$ cat src/rtl/host_link_ctrl.sv
// host_link_ctrl: UART frame loader into the fmap bank, conv2d start/done handshake, ASCII label reply
module host_link_ctrl #(
  parameter int          FMAP_BYTES  = 784,
  parameter int          ADDR_W      = 15,
  parameter logic [7:0]  HDR_BYTE    = 8'hA5,
  parameter int          TIMEOUT_CYC = 1000000
) (
  input  logic              clk,
  input  logic              rst,
  input  logic [7:0]        rdata,
  input  logic              rdata_valid,
  output logic [7:0]        tdata,
  output logic              tdata_req,
  input  logic              tdata_ready,
  output logic [ADDR_W-1:0] fbank_waddr,
  output logic [7:0]        fdata_w,
  output logic              fbank_wen,
  output logic              init,
  input  logic              done,
  input  logic [3:0]        label,
  output logic              busy,
  output logic              err_timeout
);
  localparam int CW = $clog2(FMAP_BYTES + 1);
  localparam int TW = $clog2(TIMEOUT_CYC);
  typedef enum logic [2:0] {IDLE, LOAD, START, RUN, TX_LBL, TX_NL} state_t;
  state_t state, state_n;
  logic [CW-1:0] cnt;
  logic [TW-1:0] tcnt;
  logic [3:0] lbl;
  logic accept, last, tmo;
  assign busy = state != IDLE;
  assign tdata_req = state == TX_LBL || state == TX_NL;
  assign accept = tdata_req && tdata_ready;
  assign last = cnt == CW'(FMAP_BYTES - 1);
  assign tmo = state == LOAD && !rdata_valid && tcnt == TW'(TIMEOUT_CYC - 1);
  assign err_timeout = tmo;
  // ASCII hex digit: 'A'..'F' is 8'h37 + label for label >= 10
  assign tdata = state == TX_LBL ? (lbl < 4'd10 ? 8'h30 + {4'h0, lbl} : 8'h37 + {4'h0, lbl})
               : state == TX_NL  ? 8'h0A : 8'h00;
  always_comb begin
    state_n = state;
    case (state)
      IDLE:    if (rdata_valid && rdata == HDR_BYTE) state_n = LOAD;
      LOAD:    if (rdata_valid && last) state_n = START; else if (tmo) state_n = IDLE;
      START:   state_n = RUN;
      RUN:     if (done) state_n = TX_LBL;
      TX_LBL:  if (accept) state_n = TX_NL;
      TX_NL:   if (accept) state_n = IDLE;
      default: state_n = IDLE;
    endcase
  end
  always_ff @(posedge clk) begin
    if (rst) begin
      state       <= IDLE;
      cnt         <= '0;
      tcnt        <= '0;
      lbl         <= '0;
      fbank_wen   <= 1'b0;
      fbank_waddr <= '0;
      fdata_w     <= '0;
      init        <= 1'b0;
    end else begin
      state     <= state_n;
      fbank_wen <= state == LOAD && rdata_valid;
      if (state == LOAD && rdata_valid) begin
        fbank_waddr <= ADDR_W'(cnt);
        fdata_w     <= rdata;
      end
      cnt  <= state == LOAD ? (rdata_valid ? cnt + 1'b1 : cnt) : '0;
      tcnt <= state == LOAD && !rdata_valid ? tcnt + 1'b1 : '0;
      init <= state == START;
      if (state == RUN && done) lbl <= label;
    end
  end
endmodule

$ cat config.mk
export PLATFORM = sky130hd
export DESIGN_NAME = host_link_ctrl
export DESIGN_NICKNAME = d
export VERILOG_FILES = /design/src/rtl/host_link_ctrl.sv
export SDC_FILE = /design/constraint.sdc
export NUM_CORES = 1
export LEC_CHECK = 0
export ABC_CLOCK_PERIOD_IN_PS = 1750
export BUFFER_PORTS_ARGS = -buffer_cell sky130_fd_sc_hd__buf_2
export CAP_MARGIN = 10
export CORE_UTILIZATION = 40
export DETAILED_ROUTE_END_ITERATION = 16
export MAX_ROUTING_LAYER = met4
export PLACE_DENSITY = 0.69
export SYNTH_ARGS = -nofsm -noshare
export SYNTH_HDL_FRONTEND = slang
export SYNTH_SLANG_ARGS = --single-unit
$ cat constraint.sdc
create_clock -name clk -period 1.75 [get_ports clk]
set_input_delay 0.175 -clock clk [delete_from_list [all_inputs] [get_ports clk]]
set_output_delay 0.175 -clock clk [all_outputs]
set_load 0.01 [all_outputs]
==> impl_results.md, run 1 <==
* Synthesis-to-finish area growth at 31.2%
* Post-route ant nets at 0
* Pwr per Cell Area at between 800 and 900 nW/um^2
* GRT Overall Usage at 0.186
* Clock skew at 8.13 ps
* # diodes at 0
* Post-Route WL at 5730 um
* WP data required at 1570 ps
* Most used DFF post-synth: dfxtp_1
* Die W at 81.9 um
* CTS H-Tree Depth at 3
* Post-synth ARST share at 0
* Max clock buf depth at 2
* Post-synthesis instance total at just over 300
* DP Cell Count at about 440
* Filler cells at ~570
* PortBufs at 46
* RD Place Congestion at approximately 0.8
* Status: finished with violations
* DP Area at between 2000 and 3000 um^2
* Period Utilization, post-route at 1.00
* Unique masters post-synth at 35
* Root buf cell: clkbuf_8
* Post-detail-place hpwl at 3720 um
* Vert. Die Dim at between 80 and 90 um
* Via count at ~2.3k
* EDFF count, synth at 0
* Boundary Pins at 53
* Core box area at 6030 um^2
* Initial Util at 0.424
* Crit end category: output pin
* Final Hold Vio Count at 0
* Initial antenna violation count at 0
* Area of the die at around 6700 um^2
* Final Setup Violations at 1
* Hold_buf cts at 0
* Clk sink count at 57
* Final layout net count at between 400 and 500
* Worst-margin pin slew at between 600 and 700 ps
* Total CTS buffers at 9
* Leakage power at around 1.4 nW
* Via count of the first global-routing pass at about 2k
* YS warnings at 0
* Max-Cap Viols at 0
* WL/cell at about 12 um
* Place WS at around 8.2 ps
* RSZ-0062 raised after global routing: yes
* Max Freq at about 570 MHz
* First-pass GRT wire length at about 9000 um
* Max VDD drop at ~450 uV
* Hold Path Class: in2reg
* Syn avg cell area at just over 8 um^2
* Fin area at ~3300 um^2
* Post-layout util at 0.556
* Pin count of the biggest net entering global routing at 21
* Max transition margin at 0.590
* Setup TNS Final at -1.80 ps
* Worst setup margin at -1.80 ps
* Share of cells above drive strength 1 at 0.326
* Synthesized flop and latch total at between 50 and 60
* Clock latency on the worst-skew pair at ~350 ps
* Failing checks: negative setup slack
* Placement row count at 28
* Critical Path Source Type: flip-flop
* Fin crit period at around 1800 ps
* CTS tree: done
* Final max-slew violation count at 0
* Total grt overflow at 0
* 1st-iter DRT viols at roughly 130
* Vias per std cell at approximately 5
* Initial DRT Pass Iterations at 4
* Clock transition at the registers of the reported paths at roughly 70 ps
* Crit path max fanout at 3
* Final non-filler cell total at 461
* Setup CP Type: reg2out
* Total power at about 2.7 mW
* Post-synthesis sequential area ratio at 0.447
* Post-route DRC violation count at 0
* Cell Area, Synth at around 2600 um^2
* Crit path DAT at 1580 ps
* WHS at approximately 62 ps
[worst max-delay path, cell delays in order, from the launching register on]
cell	delay, ps
dfxtp_4	350
inv_4	60
ha_4	130
nand2_2	50
or3_4	390
a21oi_2	120
buf_2	130
[metal layers]
metal / vias to the layer above / GRT usage / routed length (um)
li1: 1163 / - / -
met1: 1065 / 0.229 / 2700
met2: 65 / 0.278 / 2620
met3: 10 / 0.0589 / 320
met4: 0 / 0.0789 / 88
met5: - / - / 0
[cells in the final DEF, fill, tap and decap left out, types with 8 or more instances in the layout]
| cell | n |
|---|---|
| buf_4 | 28 |
| clkbuf_8 | 9 |
| xor2_1 | 21 |
| nand4_1 | 8 |
| dfxtp_1 | 44 |
| nor2_1 | 47 |
| buf_2 | 46 |
| a21oi_1 | 25 |
| nand2_1 | 52 |
| dfxtp_2 | 11 |
[cells by family (layout without fill, tap and decap cells)]
group           Yosys count  in the layout  share of synthesized area
fa+ha+maj                 3              3                     0.0147
mux                       6              6                     0.0235
simple gates            156            156                      0.296
buf+inv                  27             98                     0.0559
xor+xnor                 26             26                     0.0892
flops                    57             57                      0.447
compound gates           34             34                     0.0725
other cells               1              6                    0.00147
[state kept, by name, indices dropped and copies added, names as in the netlist]
signal and flops:
fdata_w 8, lbl 4, state 3, tcnt 20
fbank_wen 1, fbank_waddr 10, init 1, cnt 10
[layout make-up]
class | instances | area [um^2] | share of cell area
Multi-Input combinational cell | 231 | 1420 | 0.423
Inverter | 8 | 32.5 | 0.00972
Tap cell | 75 | 93.8 | 0.0280
Clock inverter | 7 | 80.1 | 0.0239
Timing Repair Buffer | 74 | 440 | 0.132
Sequential cell | 57 | 1160 | 0.347
Clock buffer | 9 | 124 | 0.0370
[cells in the mapped netlist, types with 2 or more instances]
library cell | count | area share
nor3b_2 | 2 | 0.0098
a21oi_1 | 26 | 0.051
mux2i_1 | 6 | 0.024
ha_1 | 3 | 0.015
nor4b_1 | 3 | 0.010
nor4_1 | 4 | 0.0098
nand3_1 | 6 | 0.012
dfxtp_1 | 57 | 0.45
nand4_1 | 8 | 0.020
and2_1 | 6 | 0.015
xor2_1 | 21 | 0.072
and4_1 | 3 | 0.010
nor2_1 | 47 | 0.069
or3_1 | 3 | 0.0074
nand4b_1 | 2 | 0.0069
nand2b_1 | 6 | 0.015
nand2_1 | 56 | 0.082
xnor2_1 | 5 | 0.017
clkbuf_1 | 7 | 0.010
inv_1 | 8 | 0.012
o31a_1 | 2 | 0.0069
o21ai_0 | 4 | 0.0078
buf_4 | 8 | 0.024
buf_2 | 3 | 0.0059
nor2b_1 | 2 | 0.0049
and3_1 | 3 | 0.0074
[path summary, 6_finish.rpt]
path / endpoint / cells after the start / startpoint / slack (ps)
worst min-delay path: lbl[3] / 3 / label[3] / 60
worst min register to register: fdata_w[5] / 2 / fdata_w[5] / 450
worst max-delay path: tdata[2] / 6 / lbl[1] / -2
worst max register to register: state[0] / 5 / cnt[4] / 20
[power by group]
part / switching, mW / internal, mW
sequential: 0.00558 / 1.30
clock: 0.583 / 0.668
combinational: 0.0906 / 0.0673
total: 0.679 / 2.04
[timing repair]
action                                  in CTS  in global routing
resized for setup                           18                 24
pin swaps                                    5                  6
setup buffers                                4                  6
endpoints found under the setup margin       3                 10
(Power assumes the default switching activity.)
==> run 2: changes to the inputs <==
==> constraint.sdc (replaced) <==
create_clock -name clk -period 1.75 [get_ports clk]
set_input_delay 0.175 -clock clk [delete_from_list [all_inputs] [get_ports clk]]
set_output_delay 0.175 -clock clk [all_outputs]
set_load 0.1 [all_outputs]
==> run 2 against run 1 <==
  * The run still ends with negative setup slack left
  * Hold slack gained 6.2 ps
  * Combinational power grew 68%
  * Utilization is 2.8 points higher
  * Die area is the same
==> impl_results.md, run 2 (synthesis gave the netlist of run 1 again) <==
* Vias per std cell at 4.91 (-1.7%)
* Critical Path Source Type: flip-flop
* WL/cell at 11.9 um (-4.2%)
* Placement row count at 28 (unchanged)
* Sw frac at 0.268 (+0.0182)
* Most frequent cells in the layout: nand2_1, dfxtp_1, nor2_1
* Max reg flops at 20 (unchanged)
* CP Buf/Inv Count at 2 (unchanged)
* 1st-iter DRT viols at 123 (-3.1%)
* Post-layout util at 0.583 (+0.0278)
* Max VDD drop at 487 uV (+7.9%)
* Total power at 2.76 mW (+1.7%)
* Setup CP Type: reg2out
* Max transition margin at 0.626 (+0.0360)
* Critical path depth in cells at 6 (unchanged)
* Area of the die at 6700 um^2 (unchanged)
* Status: finished with violations
* Core box area at 6030 um^2 (unchanged)
* PortBufs at 46 (unchanged)
* Max Freq at 552 MHz (-3.3%)
* Fin crit period at 1810 ps (+59.2 ps)
* Biggest regs: tcnt (20), cnt (10), fbank_waddr (10)
* Max-Cap Viols at 0 (unchanged)
* Clk sink count at 57 (unchanged)
* Clock latency on the worst-skew pair at 340 ps (about the same)
* Clock skew at 8.99 ps (+0.869 ps)
* Initial Util at 0.424 (unchanged)
* Most flop-heavy register: tcnt
* CP max stage delay at 350 ps (-40 ps)
* WHS Path Cells at 3 (unchanged)
* First-pass GRT wire length at 8640 um (-4.4%)
* Leakage power at 1.36 nW (-0.45%)
* Internal power at 2.02 mW (-0.80%)
* Worst-margin pin slew at 559 ps (-53.9 ps)
* CTS tree: done
* Hold Path Class: in2reg
* Initial DRT Pass Iterations at 4 (unchanged)
* DP Area at 3120 um^2 (+6.9%)
* Crit path max fanout at 3 (unchanged)
* Pin count of the biggest net entering global routing at 21 (unchanged)
* Fin area at 3520 um^2 (+5.0%)
* CTS H-Tree Depth at 3 (unchanged)
* RSZ-0062 raised after global routing: yes
* Final max-slew violation count at 0 (unchanged)
* Share of cells above drive strength 1 at 0.334 (+0.00777)
* Hold_buf cts at 0 (unchanged)
* Via count of the first global-routing pass at 1955 (-1.9%)
* Post-Route WL at 5490 um (-4.2%)
* DP Cell Count at 437 (+0.46%)
* Initial antenna violation count at 0 (unchanged)
* Final non-filler cell total at 461 (unchanged)
* Ordered cell list for the critical path: inv_2 > ha_4 > nand2_1 > or3_4 > a21oi_4 > buf_12
* Clk pwr share at 0.431 (-0.029)
* Max clock buf depth at 2 (unchanged)
* Post-route ant nets at 0 (unchanged)
* WP data required at 1570 ps (about the same)
* Post-detail-place hpwl at 3890 um (+4.5%)
* Final Hold Vio Count at 0 (unchanged)
* Crit end category: output pin
* Total CTS buffers at 9 (unchanged)
* NetSw at 740 uW (+9.1%)
* Crit path DAT at 1640 ps (+60 ps)
* Worst setup margin at -61.0 ps (-59.2 ps)
* Place WS at -3.91 ps (-12.1 ps)
* Synthesis-to-finish area growth at 37.7%
* Via count at 2265 (-1.7%)
* Period Utilization, post-route at 1.03 (+0.0338)
* Reg2Reg Depth at 5 (unchanged)
* Failing checks: negative setup slack
* # diodes at 0 (unchanged)
* Boundary Pins at 53 (unchanged)
* Post-route DRC violation count at 0 (unchanged)
* Flop pwr share at 0.473 (-0.009)
* Root buf cell: clkbuf_8
* Total grt overflow at 0 (unchanged)
* Largest delay share family, worst path: simple AND/OR/NAND/NOR gates
* Die W at 81.9 um (unchanged)
* Most common cell after layout, fill and taps aside: nand2_1
* Slowest-stage cell, CP: dfxtp_2
* Logic gate share of total power at 0.096 (+0.038)
* Clock transition at the registers of the reported paths at 70 ps (about the same)
* GRT Overall Usage at 0.178 (-0.00746)
* Final layout net count at 401 (unchanged)
* Pwr per Cell Area at 786 nW/um^2 (-3.2%)
* Final Setup Violations at 2 (+1)
* RD Place Congestion at 0.825 (+1.2%)
* Vert. Die Dim at 81.9 um (unchanged)
## run 2: cell count changes in the layout (fill, tap and decap cells not counted), sizes merged
cell	before	now
clkbuf	9	10
clkinvlp	2	4
buf	74	73
inv	9	7
## run 2: layout make-up
type                    count  area (um^2)
well taps                  75         93.8
flip-flops and latches     57         1160
inverters                   8         36.3
multi-input cells         231         1480
repair buffers             74          549
clock inverters             7         71.3
clock buffers               9          124
fillers                   544         2510
## run 2: path summary, 6_finish.rpt
path,from,endpoint,slack [ps]
max reg2reg,cnt[4],state[0],60
min reg2reg,fdata_w[5],fdata_w[5],450
min,label[3],lbl[3],70
max,lbl[0],tdata[2],-60
## run 2: metal layers
metal / global-route usage / share of wire / routed length [um] / up-vias
met2: 0.287 / 0.48 / 2650 / 59
met1: 0.192 / 0.44 / 2440 / 1032
met5: - / 0 / 0 / -
li1: - / - / - / 1162
met3: 0.0722 / 0.053 / 290 / 12
met4: 0.0789 / 0.020 / 110 / 0
## run 2: tightest hold or removal path: stages
cell and delay, ps:
buf_2 70, mux2i_1 50, nor2_1 70
## run 2: what timing repair did
item | 4_1_cts | 5_1_grt
resized for setup | 15 | 25
setup endpoints to repair | 8 | 10
endpoints found under the hold margin | 0 | 0
pin swaps | 4 | 9
setup buffers | 3 | 5
## run 2: power by group through the flow
stage               clock network (mW)  logic, mW  registers (mW)
global route                      1.30      0.283            1.31
floorplan                            0      0.170            1.38
finish                            1.19      0.266            1.31
global placement                     0      0.256            1.34
detailed placement                   0      0.258            1.34
CTS                               1.23      0.263            1.31
## run 2: stage by stage
stage | hold slack, ps | TNS [ps]
finish | 68.2 | -112
CTS | 58.9 | -207
global placement | 402 | 0
global route | 63.1 | -338
detailed placement | 421 | -3.91
floorplan | 310 | -771
